<file path="config.mk">
export PLATFORM = sky130hd
export DESIGN_NAME = piece_dispenser
export DESIGN_NICKNAME = d
export VERILOG_FILES = /design/src/rtl/tetris_pkg.sv /design/src/rtl/piece_dispenser.sv
export SDC_FILE = /design/constraint.sdc
export NUM_CORES = 1
export LEC_CHECK = 0
export ABC_AREA = 1
export CAP_MARGIN = 10
export CORE_AREA = 3 3 87 73
export CTS_CLUSTER_DIAMETER = 150
export CTS_CLUSTER_SIZE = 28
export DETAILED_ROUTE_END_ITERATION = 8
export DIE_AREA = 0 0 90 76
export PLACE_DENSITY = 0.78
export REMOVE_ABC_BUFFERS = 1
export SETUP_SLACK_MARGIN = 0.1
export SLEW_MARGIN = 20
export SYNTH_ARGS = -nofsm -noshare
export SYNTH_HDL_FRONTEND = slang
export SYNTH_SLANG_ARGS = --single-unit
</file>
<file path="constraint.sdc">
create_clock -name clk -period 2.4 [get_ports clk]
set_input_delay 0.48 -clock clk [delete_from_list [all_inputs] [get_ports clk]]
set_output_delay 0.48 -clock clk [all_outputs]
set_load 0.02 [all_outputs]
</file>
<file path="src/rtl/tetris_pkg.sv">
// Shared types and constants for the piece dispenser and its bag generator.
package tetris_pkg;
  localparam int BAG_SIZE = 7;
  localparam int PIECE_W  = 3;

  typedef logic [PIECE_W-1:0] piece_t;

  localparam piece_t PIECE_ILLEGAL = 3'd7;

  typedef enum logic [1:0] {F_IDLE, F_ARM, F_WAIT} fill_state_t;
endpackage

</file>
<file path="src/rtl/piece_dispenser.sv">
// Double-buffered bag dispenser: pops pieces from cur, refills cur/nxt from
// the bag generator through a request/ready handshake.
module piece_dispenser #(
  parameter int BAG_SIZE = tetris_pkg::BAG_SIZE,
  parameter int PIECE_W  = tetris_pkg::PIECE_W
) (
  input  logic                        clk,
  input  logic                        reset,
  output logic                        newbag,
  input  logic                        ready,
  input  logic [BAG_SIZE*PIECE_W-1:0] pieces,
  input  logic                        piece_req,
  output logic [PIECE_W-1:0]          piece,
  output logic                        piece_valid,
  output logic [PIECE_W-1:0]          preview,
  output logic                        preview_valid,
  output logic                        bag_error
);
  import tetris_pkg::*;

  localparam int BAG_W = BAG_SIZE * PIECE_W;
  localparam int IDX_W = (BAG_SIZE > 1) ? $clog2(BAG_SIZE) : 1;
  localparam logic [IDX_W-1:0] LAST = IDX_W'(BAG_SIZE - 1);

  fill_state_t      state_q, state_d;
  logic [BAG_W-1:0] cur_q, cur_d, nxt_q, nxt_d;
  logic [IDX_W-1:0] idx_q, idx_d, pv_idx;
  logic             cur_vld_q, cur_vld_d, nxt_vld_q, nxt_vld_d;
  logic             err_q, err_d;
  logic             pop, at_last, capture, bag_bad;

  assign pop     = piece_req && cur_vld_q;
  assign at_last = (idx_q == LAST);
  assign capture = (state_q == F_WAIT) && ready;

  always_comb begin
    state_d = state_q;
    newbag  = 1'b0;
    case (state_q)
      F_IDLE: if (!cur_vld_q || !nxt_vld_q) state_d = F_ARM;
      // A ready left high from the previous bag must drop before we trust it.
      F_ARM: begin
        newbag = 1'b1;
        if (!ready) state_d = F_WAIT;
      end
      F_WAIT: begin
        newbag = 1'b1;
        if (ready) state_d = F_IDLE;
      end
      default: state_d = F_IDLE;
    endcase
  end

  always_comb begin
    bag_bad = 1'b0;
    for (int k = 0; k < BAG_SIZE; k++)
      if (pieces[k*PIECE_W +: PIECE_W] == PIECE_W'(PIECE_ILLEGAL)) bag_bad = 1'b1;
  end

  always_comb begin
    cur_d     = cur_q;
    nxt_d     = nxt_q;
    idx_d     = idx_q;
    cur_vld_d = cur_vld_q;
    nxt_vld_d = nxt_vld_q;
    err_d     = err_q | (capture & bag_bad);
    if (pop) begin
      if (!at_last) begin
        idx_d = idx_q + 1'b1;
      end else if (nxt_vld_q) begin
        cur_d     = nxt_q;
        idx_d     = '0;
        nxt_vld_d = 1'b0;
      end else begin
        cur_vld_d = 1'b0;
      end
    end
    // cur_vld_d already reflects this cycle's pop, so a capture that meets a
    // draining cur lands straight in cur with no empty cycle.
    if (capture) begin
      if (!cur_vld_d) begin
        cur_d     = pieces;
        idx_d     = '0;
        cur_vld_d = 1'b1;
      end else begin
        nxt_d     = pieces;
        nxt_vld_d = 1'b1;
      end
    end
  end

  always_ff @(posedge clk or posedge reset) begin
    if (reset) begin
      state_q   <= F_IDLE;
      cur_q     <= '0;
      nxt_q     <= '0;
      idx_q     <= '0;
      cur_vld_q <= 1'b0;
      nxt_vld_q <= 1'b0;
      err_q     <= 1'b0;
    end else begin
      state_q   <= state_d;
      cur_q     <= cur_d;
      nxt_q     <= nxt_d;
      idx_q     <= idx_d;
      cur_vld_q <= cur_vld_d;
      nxt_vld_q <= nxt_vld_d;
      err_q     <= err_d;
    end
  end

  assign pv_idx        = at_last ? '0 : idx_q + 1'b1;
  assign piece         = cur_q[PIECE_W*idx_q +: PIECE_W];
  assign piece_valid   = cur_vld_q;
  assign preview       = at_last ? nxt_q[PIECE_W-1:0] : cur_q[PIECE_W*pv_idx +: PIECE_W];
  assign preview_valid = cur_vld_q && (!at_last || nxt_vld_q);
  assign bag_error     = err_q;
endmodule

</file>
==> results <==
- Power spread over the standard cell area amounts to between 1000 and 1500 mW/mm^2.
- For this run, the slowest stage of the critical path takes 410 ps.
- STA classifies the critical path startpoint as a flip-flop.
- OpenSTA, run right after detailed placement, puts the worst setup slack at -27.4 ps.
- The number of buffers inserted by post-CTS setup repair is 0.
- The weighted congestion at the end of routability-driven global placement is 0.886.
- Together, buffers and inverters on the worst path number 2.
- The first-pass GRT wire length is 11.0 mm.
- The cell with the most instances on the worst path is nand2_1.
- Of all nets on the critical path, the largest fanout is 7.
- The arrival time of the worst setup path is about 1800 ps.
- The number of antenna violations at the first check in global routing is 0.
- The cell count after synthesis came out at 406.
- The critical path class is reg2out.
- Global routing consumed, over all layers together, 19.5% of the routing resources.
- In the final layout, the share of cells above drive strength 1 is 14.7%.
- After synthesis the netlist holds a flip-flop and latch count of 50.
- The final count of hold timing violations is 0.
- The core outline area is 0.00547 sq mm.
- After clock tree synthesis, the clock-pin slew on the worst setup and hold paths is 90 ps.
- The share of the synthesized area in the top cell type is 41.0%.
- The final period utilization is between 90 and 100%.
- The worst setup slack after layout is around 130 ps.
- The tree is rooted in a clkbuf_8.
- The mapped netlist covers 0.00305 sq mm.
- The slowest cell on the critical path is dfrtp_1.
- The floorplan step set the die height to 76 um.
- The CTS sink count is 50.
- The run finished with clean final reports.
- In the routed layout, each cell is associated on average with a via count of approximately 5.0.
- The TritonCTS clock tree is done.
- The detailed router finished its first iteration with 152 violations.
- The vias after detailed routing is 2591.
- Yosys printed 0 warnings.
- The number of buffers created by CTS is 5.
- In this run the worst hold path is classified as in2async.
- The final-report max-slew violation count is 0.
- The later pin in the worst-skew pair is clocked with a latency of around 300 ps.
- The required time at the worst-slack endpoint is 1920 ps.
- For this run, design rule violations remaining after detail routing come to 0.
- Headroom to the max-slew limit came out at around 62%.
- Sequential elements use 41.0% of the synthesized area.
- Compared with the post-synthesis result, the final layout area differs by 15.3%.
- The diode insertion count for antenna repair is 0.
- Counting I/O delays and the setup requirement, the final critical path takes 2270 ps.
- The leakage dissipation is 1.80 nW.
- At the end of the flow the core is filled with cells to 64.4%.
- The post-synthesis cell type count is 26.
- The number of fillers in the final layout is 479.
- Setup repair after global routing could not meet its margin everywhere.
- The achievable clock frequency is 0.441 GHz.
- The detail route stage leaves a number of antenna-violating nets equal to 0.
- The largest delay contributor family on the critical path is simple AND/OR/NAND/NOR gates.
- The number of global-route vias before repair came to 2433.
- dfrtp_1 takes more of the synthesized area than any other cell.
- The setup-violating endpoint count in the final report is 0.
- The library cell used most frequently in the layout, excluding fill and tap cells, is nand2_1.
- Entering global routing, the biggest net connects 46 pins.
- The net total in the final layout is 472.
- For this block, the routed nets add up to 6.36 mm of wire.
- The detailed placement HPWL is 4.59 mm.
- The kind of end point of the critical path is an output pin.
- In this run the tool buffered the top-level ports with 34 buffer cells.
- CTS built an H-tree with a depth of 2.
- A synthesized cell averages 7.52 sq um.
- In the layout the commonest cells are nand2_1, inv_1, dfrtp_1.
- The setup clock skew after layout is 4.43 ps.
- The maximum VDD drop is around 0.93 mV.
- The initial utilization of the core area, before any placement, comes to 55.8%.
- Before antenna repair, the detailed router went through 6 iterations.
- The site row count is 24.
- At the pin with the least slew margin, the transition time is 571 ps.
- The tool flagged a number of max-cap violations equal to 0.
- In the final routed layout, each cell accounts on average for 12.2 um.
- For this design the top-level I/O count stands at 35.
- After synthesis, the cell types taking the most area are dfrtp_1, nand2_1, inv_1.
- The worst-case clock buffer depth is 2.
- The overall die area is 0.00684 sq mm.
- The aggregate global routing overflow is 0.
- In this run the horizontal extent of the chip is 90 um.
- The signal on the critical path passes through buf_4, ha_1, nand2_1, nand3_4, nor2_2, nand2_1, nand3_1, nand2_1, buf_4.
## cells in the mapped netlist
library cell,count
nand2_1,111
inv_1,66
dfrtp_1,50
o21ai_0,34
nand3_1,33
o21ai_1,26
o21ai_2,21
nor2_1,18
buf_6,11
ha_1,6
buf_2,5
a21oi_1,4
buf_4,3
nand2_2,3
nand3b_1,3
inv_2,2
clkbuf_1,1
mux2i_1,1
nand2_4,1
nand2_8,1
nand3_2,1
nand3_4,1
nand4_1,1
nor2_4,1
o21bai_1,1
o22ai_1,1
## worst register-to-register path, stage by stage, from the launching register on
cell and delay (ps):
dfrtp_1 390, inv_2 80, ha_4 160, nand2_8 70, buf_4 170, inv_2 100, nand3_4 370, nand2_1 180
o21ai_1 80, nand2_1 90, o21ai_2 70
## report_power, final
part / switching [mW] / internal (mW)
logic: 1.59 / 1.08
registers: 0.312 / 1.25
clock network: 0.264 / 0.201
total: 2.17 / 2.53
## area by class of cell
cell class / count / area [sq um] / area share (%)
Tap cell: 78 / 97.6 / 2.77
Inverter: 68 / 255 / 7.25
Sequential cell: 50 / 1250 / 35.6
Clock buffer: 7 / 76.3 / 2.17
Timing Repair Buffer: 48 / 433 / 12.3
Multi-Input combinational cell: 268 / 1410 / 39.9
## final timing paths
check | end | depth (start not counted) | slack [ps] | start
worst max-delay path | preview[0] | 9 | 130 | idx_q[1]
worst min-delay path | nxt_q[16] | 2 | 410 | reset
worst max register to register | cur_q[17] | 10 | 510 | idx_q[0]
worst min register to register | bag_error | 1 | 480 | bag_error
max in group asynchronous | piece_valid | 3 | 1490 | reset
min in group clk | bag_error | 1 | 480 | bag_error
## logic make-up after synthesis
group | after synthesis | synth area share [%]
mux | 1 | 0.328
simple gates | 174 | 25.1
buf+inv | 88 | 14.1
compound gates | 87 | 17.0
fa+ha+maj | 6 | 2.46
flops | 50 | 41.0
## timing repair
| item | CTS | global route |
|---|---|---|
| hold buffers | 0 | 0 |
| endpoints found under the setup margin | 7 | 6 |
| resized for setup | 20 | 15 |
| pin swaps | 0 | 0 |
## metal layers
layer | global-route usage, % | up-vias | wire length (um)
met3 | 3.65 | 6 | 283
li1 | - | 1344 | -
met4 | 5.35 | 0 | 63
met1 | 26.5 | 1179 | 3040
met2 | 32.1 | 62 | 2970
met5 | 0 | - | 0
## state kept, by name (all words and copies together) (netlist names)
| signal | flops |
|---|---|
| piece_valid | 1 |
| nxt_q | 21 |
| state_q | 2 |
| nxt_vld_q | 1 |
| bag_error | 1 |
| cur_q | 21 |
| idx_q | 3 |
## per-stage QoR
stage	hold WS [ps]	instances	cell area, sq um	power (mW)	setup TNS [ps]
2_1_floorplan	453	386	2880	3.30	-294
3_3_place_gp	462	512	3430	4.20	-52.6
3_5_place_dp	461	512	3430	4.27	-42.1
4_1_cts	420	519	3520	4.70	0
5_1_grt	431	519	3520	5.16	0
6_report	412	519	3520	4.70	0
(Power assumes the default switching activity.)
